===== src/rtl/gpu_fpu_sched.sv =====
// gpu_fpu_sched: shares one combinational FPU datapath between N_REQ requesters.
// Requesters are picked round-robin with valid/ready handshakes. The chosen opcode and
// operands are held on the FPU for a per-opcode number of cycles. The result is then
// returned tagged with the requester index.
// Optional feature macro: GPU_FPU_SCHED_PRIO_EN gives requester 0 fixed top priority.
module gpu_fpu_sched #(
    parameter int N_REQ     = 4,
    parameter int DATA_W    = 33,
    parameter int LAT_ADD   = 1,
    parameter int LAT_MUL   = 2,
    parameter int LAT_DIV   = 8,
    parameter int LAT_TRANS = 12,
    localparam int ID_W     = $clog2(N_REQ)
) (
    input  logic                    clk,
    input  logic                    rst,
    input  logic [N_REQ-1:0]        req_valid,
    output logic [N_REQ-1:0]        req_ready,
    input  logic [6*N_REQ-1:0]      req_opc,
    input  logic [DATA_W*N_REQ-1:0] req_a,
    input  logic [DATA_W*N_REQ-1:0] req_b,
    output logic [5:0]              fpu_opc,
    output logic [DATA_W-1:0]       fpu_in1,
    output logic [DATA_W-1:0]       fpu_in2,
    input  logic [DATA_W-1:0]       fpu_out,
    output logic                    resp_valid,
    input  logic                    resp_ready,
    output logic [ID_W-1:0]         resp_id,
    output logic [DATA_W-1:0]       resp_data,
    output logic                    resp_err,
    output logic                    busy
);

    localparam int CNT_W = 16;

    typedef enum logic [1:0] {
        IDLE = 2'd0,
        BUSY = 2'd1,
        RESP = 2'd2
    } state_t;

    state_t            state;
    state_t            state_nxt;
    logic [ID_W-1:0]   rr_ptr;
    logic [CNT_W-1:0]  cnt;
    logic              bad_opc;
    logic              grant_any;
    logic [ID_W-1:0]   grant_idx;
    logic [5:0]        sel_opc;
    logic [DATA_W-1:0] sel_a;
    logic [DATA_W-1:0] sel_b;
    logic              sel_legal;
    logic              accept;
    logic [ID_W-1:0]   ptr_nxt;

    // Hold count for each legal opcode.
    function automatic logic [CNT_W-1:0] lat_of(input logic [5:0] opc);
        logic [CNT_W-1:0] lat;
        case (opc)
            6'd14, 6'd15: lat = CNT_W'(LAT_ADD);
            6'd16:        lat = CNT_W'(LAT_MUL);
            6'd17:        lat = CNT_W'(LAT_DIV);
            default:      lat = CNT_W'(LAT_TRANS);
        endcase
        return lat;
    endfunction

    // Pick the first valid requester at or after rr_ptr. Requester 0 may preempt this when
    // the priority option is built in.
    always_comb begin : arb
        logic [ID_W-1:0] cand;
        grant_any = 1'b0;
        grant_idx = '0;
        cand      = '0;
`ifdef GPU_FPU_SCHED_PRIO_EN
        if (req_valid[0]) begin
            grant_any = 1'b1;
        end
`endif
        for (int k = 0; k < N_REQ; k++) begin
            cand = ID_W'((int'(rr_ptr) + k) % N_REQ);
            if (!grant_any && req_valid[cand]) begin
                grant_any = 1'b1;
                grant_idx = cand;
            end
        end
    end

    assign sel_opc   = req_opc[int'(grant_idx)*6 +: 6];
    assign sel_a     = req_a[int'(grant_idx)*DATA_W +: DATA_W];
    assign sel_b     = req_b[int'(grant_idx)*DATA_W +: DATA_W];
    assign sel_legal = (sel_opc >= 6'd14) && (sel_opc <= 6'd22);
    assign accept    = (state == IDLE) && grant_any;
    assign ptr_nxt   = (grant_idx == ID_W'(N_REQ - 1)) ? '0 : grant_idx + 1'b1;

    assign resp_valid = (state == RESP);
    assign busy       = (state != IDLE);

    // One-hot ready toward the granted requester, only while idle and out of reset.
    always_comb begin
        req_ready = '0;
        if (!rst && accept) begin
            req_ready[grant_idx] = 1'b1;
        end
    end

    // State register.
    always_ff @(posedge clk or posedge rst) begin
        if (rst) begin
            state <= IDLE;
        end else begin
            state <= state_nxt;
        end
    end

    // Next-state logic. An illegal opcode also passes through one BUSY cycle.
    // This gives it the same one-cycle response timing as the fastest legal op.
    always_comb begin
        state_nxt = state;
        case (state)
            IDLE: if (accept) state_nxt = BUSY;
            BUSY: if (cnt <= CNT_W'(1)) state_nxt = RESP;
            RESP: if (resp_ready) state_nxt = IDLE;
            default: state_nxt = IDLE;
        endcase
    end

    // Datapath: latch the granted op, hold it, then capture and present the result.
    always_ff @(posedge clk or posedge rst) begin
        if (rst) begin
            rr_ptr    <= '0;
            cnt       <= '0;
            bad_opc   <= 1'b0;
            fpu_opc   <= '0;
            fpu_in1   <= '0;
            fpu_in2   <= '0;
            resp_id   <= '0;
            resp_data <= '0;
            resp_err  <= 1'b0;
        end else begin
            case (state)
                IDLE: begin
                    if (accept) begin
                        fpu_in1 <= sel_a;
                        fpu_in2 <= sel_b;
                        resp_id <= grant_idx;
`ifdef GPU_FPU_SCHED_PRIO_EN
                        if (grant_idx != '0) begin
                            rr_ptr <= ptr_nxt;
                        end
`else
                        rr_ptr <= ptr_nxt;
`endif
                        if (sel_legal) begin
                            fpu_opc <= sel_opc;
                            cnt     <= lat_of(sel_opc);
                            bad_opc <= 1'b0;
                        end else begin
                            fpu_opc <= '0;
                            cnt     <= CNT_W'(1);
                            bad_opc <= 1'b1;
                        end
                    end
                end
                BUSY: begin
                    cnt <= cnt - 1'b1;
                    if (cnt <= CNT_W'(1)) begin
                        resp_data <= bad_opc ? '0 : fpu_out;
                        resp_err  <= bad_opc;
                        fpu_opc   <= '0;
                    end
                end
                RESP: begin
                    if (resp_ready) begin
                        fpu_opc <= '0;
                    end
                end
                default: ;
            endcase
        end
    end

endmodule

===== config.mk =====
export PLATFORM = sky130hd
export DESIGN_NAME = gpu_fpu_sched
export DESIGN_NICKNAME = d
export VERILOG_FILES = /design/src/rtl/gpu_fpu_sched.sv
export SDC_FILE = /design/constraint.sdc
export NUM_CORES = 1
export LEC_CHECK = 0
export BUFFER_PORTS_ARGS = -buffer_cell sky130_fd_sc_hd__buf_4
export CORE_AREA = 2 2 172 174
export CTS_BUF_LIST = sky130_fd_sc_hd__clkbuf_2
export DETAILED_ROUTE_END_ITERATION = 10
export DIE_AREA = 0 0 174 176
export GPL_TIMING_DRIVEN = 0
export PLACE_DENSITY_LB_ADDON = 0.2
export SLEW_MARGIN = 20
export SYNTH_ARGS = -nofsm -noshare
export SYNTH_HDL_FRONTEND = slang
export SYNTH_SLANG_ARGS = --single-unit
export TNS_END_PERCENT = 5

===== constraint.sdc =====
create_clock -name clk -period 4.85 [get_ports clk]
set_input_delay 0.7275 -clock clk [delete_from_list [all_inputs] [get_ports clk]]
set_output_delay 0.7275 -clock clk [all_outputs]
set_load 0.05 [all_outputs]

==> reports/results.tsv <==
metric	value	unit
status	complete, no violations	
die area	0.0306	mm²
Crit path arrival time	3.69	ns
number of port buffers	441	
post_cts resized	0	
post-route cell area	0.0119	mm²
hold buffers post-CTS	1	
Internal Power	3.54	mW
boundary pin count	442	
proportion of layout cells with a drive suffix above 1	0.328	
RSZ-0062 raised after global routing	false	
Slew headroom	0.471	
htree depth	4	
Top FF cell, synth	dfrtp_1	
Simple-Gate Fraction of Synth Area	0.342	
Final Hold Slack	0.257	ns
DP Worst Slack	0.673	ns
period utilization	0.911	
share of total power in combinational logic	0.666	
max-cap check violation count	0	
DRT Wirelength	35.1	mm
Peak VDD IR	0.000290	V
pwr/cell area	677	mW/mm²
CTS sink cnt	129	
sequential power share	0.236	
Crit path max-delay family	buffers and inverters	
Placed Area	0.0116	mm²
Slew Limit Fails	0	
synthesis warning total	0	
Final nets	1880	
critical path's slowest cell	clkbuf_1	
Synth-to-Final Area Change	54.3	%
post-synthesis sequential area ratio	0.419	
Die Span Y	176	µm
syn_nets	1415	
TritonCTS clock tree	yes	
total number of vias	9106	
worst path bufs/invs	4	
Leakage	6.09	nW
Clock power frac	0.098	
Core ar.	0.0285	mm²
Startpoint Class	flip-flop	
DRT iter0 DRCs	400	
first-pass GRT wire length	53.5	mm
hold crit path type	input pin to flip-flop	
Tightest Pin Transition	0.794	ns
Worst path max stage delay	0.55	ns
post-synthesis register bit count	129	
PnR worst setup slack	0.433	ns
Post-Synth Adder-Cell Area	0.0146	
asr flop ratio synth	1.00	
EDFF count, synth	0	
Total GRT Usage	0.227	
post-synthesis compound-gate area fraction	0.155	
Die W	174	µm
Crit Path Max Fanout	11	
root buf cell	clkbuf_2	
CTS Buf Count	17	
Clk pin slew, worst setup/hold paths	0.23	ns
antenna-violating nets left	0	
Worst Setup End Kind	output port	
fin crit period	4.42	ns
largest net degree at the start of global routing	33	
Clock Skew	0.0359	ns
# rows	62	
router iterations before antenna repair	5	
worst-skew pair later-pin latency	0.69	ns
Mean Syn Cell Area	7.15	µm²
global route total overflow	0	
vias per inst	4.68	
commonest non-fill, non-tap cell in the layout	nand2_1	
Final Wtd Congestion	0.939	
synthesized instance count	1078	
WS Path Type	flip-flop to output port	
NetSw	4.52	mW
Residual DRC	0	
Clock Tree Buf Depth	2	
sw frac	0.561	
Fmax	0.226	GHz
Netlist cell types	51	
Critical Path, Cell by Cell	nand2b_1 > a21oi_1 > nor2_4 > buf_4 > clkbuf_1 > clkbuf_1 > ha_1 > and3_1 > buf_4	
HPWL after detailed placement	28.4	mm
CP Data Required Time	4.12	ns
most frequent cells in the layout	446 x nand2_1, 443 x buf_4, 177 x o21ai_0	
# setup viols final	0	
mux cell area share after synthesis	0.0151	
initial antenna violation count	8	
Post-CTS Repair Setup Buffers	0	
vias in the first global route	9348	
DR WL/cell	18.1	µm
final hold vios	0	
synthesized cell area	0.00771	mm²
main combinational cell family by area after synthesis	simple AND/OR/NAND/NOR gates	
XOR/XNOR Fraction of Synth Area	0.00909	
Initial Utilization	0.270	
[worst register-to-register path: stages (launching register included)]
cell and delay [ns]:
dfrtp_1 0.43, nand2b_1 0.16, a21oi_1 0.22, nor2_4 0.24, buf_4 0.29, clkbuf_1 0.56, clkbuf_1 0.56, nand2_1 0.12
nand3_1 0.10, o21ai_0 0.22, o21ai_0 0.24
[synthesized netlist by cell type, types with 2 or more instances]
master	number	area (µm²)
a21o_1	2	15.0
a21oi_1	12	60.1
a22o_1	2	17.5
and2_1	3	18.8
and3_1	6	37.5
buf_2	14	70.1
buf_4	2	15.0
clkbuf_1	54	203
dfrtp_1	129	3230
ha_1	9	113
inv_1	9	33.8
mux2_2	5	56.3
mux2i_1	6	60.1
nand2_1	446	1670
nand2b_1	37	231
nand3_1	83	415
nand4_1	4	25.0
nor2_1	17	63.8
nor2b_1	4	25.0
nor3_1	5	25.0
nor3_2	2	20.0
nor4_1	4	25.0
o21ai_0	177	886
o21ai_1	5	25.0
o31ai_1	4	30.0
or3_1	5	31.3
or4_1	2	15.0
xnor2_1	5	43.8
xor2_1	3	26.3
[kinds of logic after synthesis]
group | Yosys count
flops | 129
xor+xnor | 8
simple gates | 620
compound gates | 218
buf+inv | 83
fa+ha+maj | 9
mux | 11
[layer usage]
| layer | wire length (µm) | GRT usage | share of wire | vias to the layer above |
|---|---|---|---|---|
| met5 | 40 | 0 | 0.0011 | - |
| met4 | 806 | 0.0679 | 0.023 | 6 |
| met3 | 2520 | 0.0635 | 0.072 | 52 |
| met2 | 18000 | 0.410 | 0.51 | 323 |
| met1 | 13800 | 0.261 | 0.39 | 4229 |
| li1 | - | - | - | 4496 |
[power by group through the flow]
stage          combinational (mW)  clock [mW]  sequential [mW]
6_report                     5.37       0.788             1.90
5_1_grt                      5.84       0.858             1.97
4_1_cts                      5.42       0.819             1.90
3_5_place_dp                 5.42           0             1.92
3_3_place_gp                 5.37           0             1.91
2_1_floorplan                2.04           0             3.37
[state kept, by name (all words and copies together) (netlist names)]
| signal | cells |
|---|---|
| resp_err | 1 |
| fpu_opc | 6 |
| bad_opc | 1 |
| resp_id | 2 |
| cnt | 16 |
| resp_data | 33 |
| fpu_in2 | 33 |
| state | 2 |
| rr_ptr | 2 |
| fpu_in1 | 33 |
[layout make-up]
| type | count | area (µm²) |
|---|---|---|
| diodes | 5 | 12.5 |
| plain buffers | 72 | 303 |
| clock buffers | 18 | 90.1 |
| clock inverters | 14 | 186 |
| fillers | 3124 | 16600 |
| inverters | 11 | 50.0 |
| multi-input cells | 866 | 4140 |
| flip-flops and latches | 129 | 3230 |
| well taps | 384 | 480 |
| repair buffers | 446 | 3410 |
[metrics by stage]
stage	instances	setup TNS (ns)	util	power [mW]
after global placement	1903	-1.26	0.403	7.27
after floorplan	1078	0	-	5.41
final	1945	0	0.417	8.06
after detailed placement	1907	0	0.406	7.34
after global routing	1945	0	0.417	8.67
after CTS	1940	0	0.416	8.14
[worst paths after layout]
check | slack, ns | cells past startpoint | to | startpoint
min in group asynchronous | 0.63 | 3 | resp_data[22]$_DFFE_PP0P_ | rst
hold reg to reg | 0.51 | 2 | resp_data[27]$_DFFE_PP0P_ | resp_data[27]$_DFFE_PP0P_
setup / recovery | 0.43 | 9 | req_ready[3] | rr_ptr[0]$_DFFE_PP0P_
hold / removal | 0.26 | 3 | resp_data[24]$_DFFE_PP0P_ | fpu_out[24]
setup reg to reg | 1.66 | 10 | fpu_in1[28]$_DFFE_PP0P_ | rr_ptr[0]$_DFFE_PP0P_
max in group asynchronous | 3.40 | 5 | fpu_in2[9]$_DFFE_PP0P_ | rst
No activity file was read; power rests on OpenSTA's default activity.
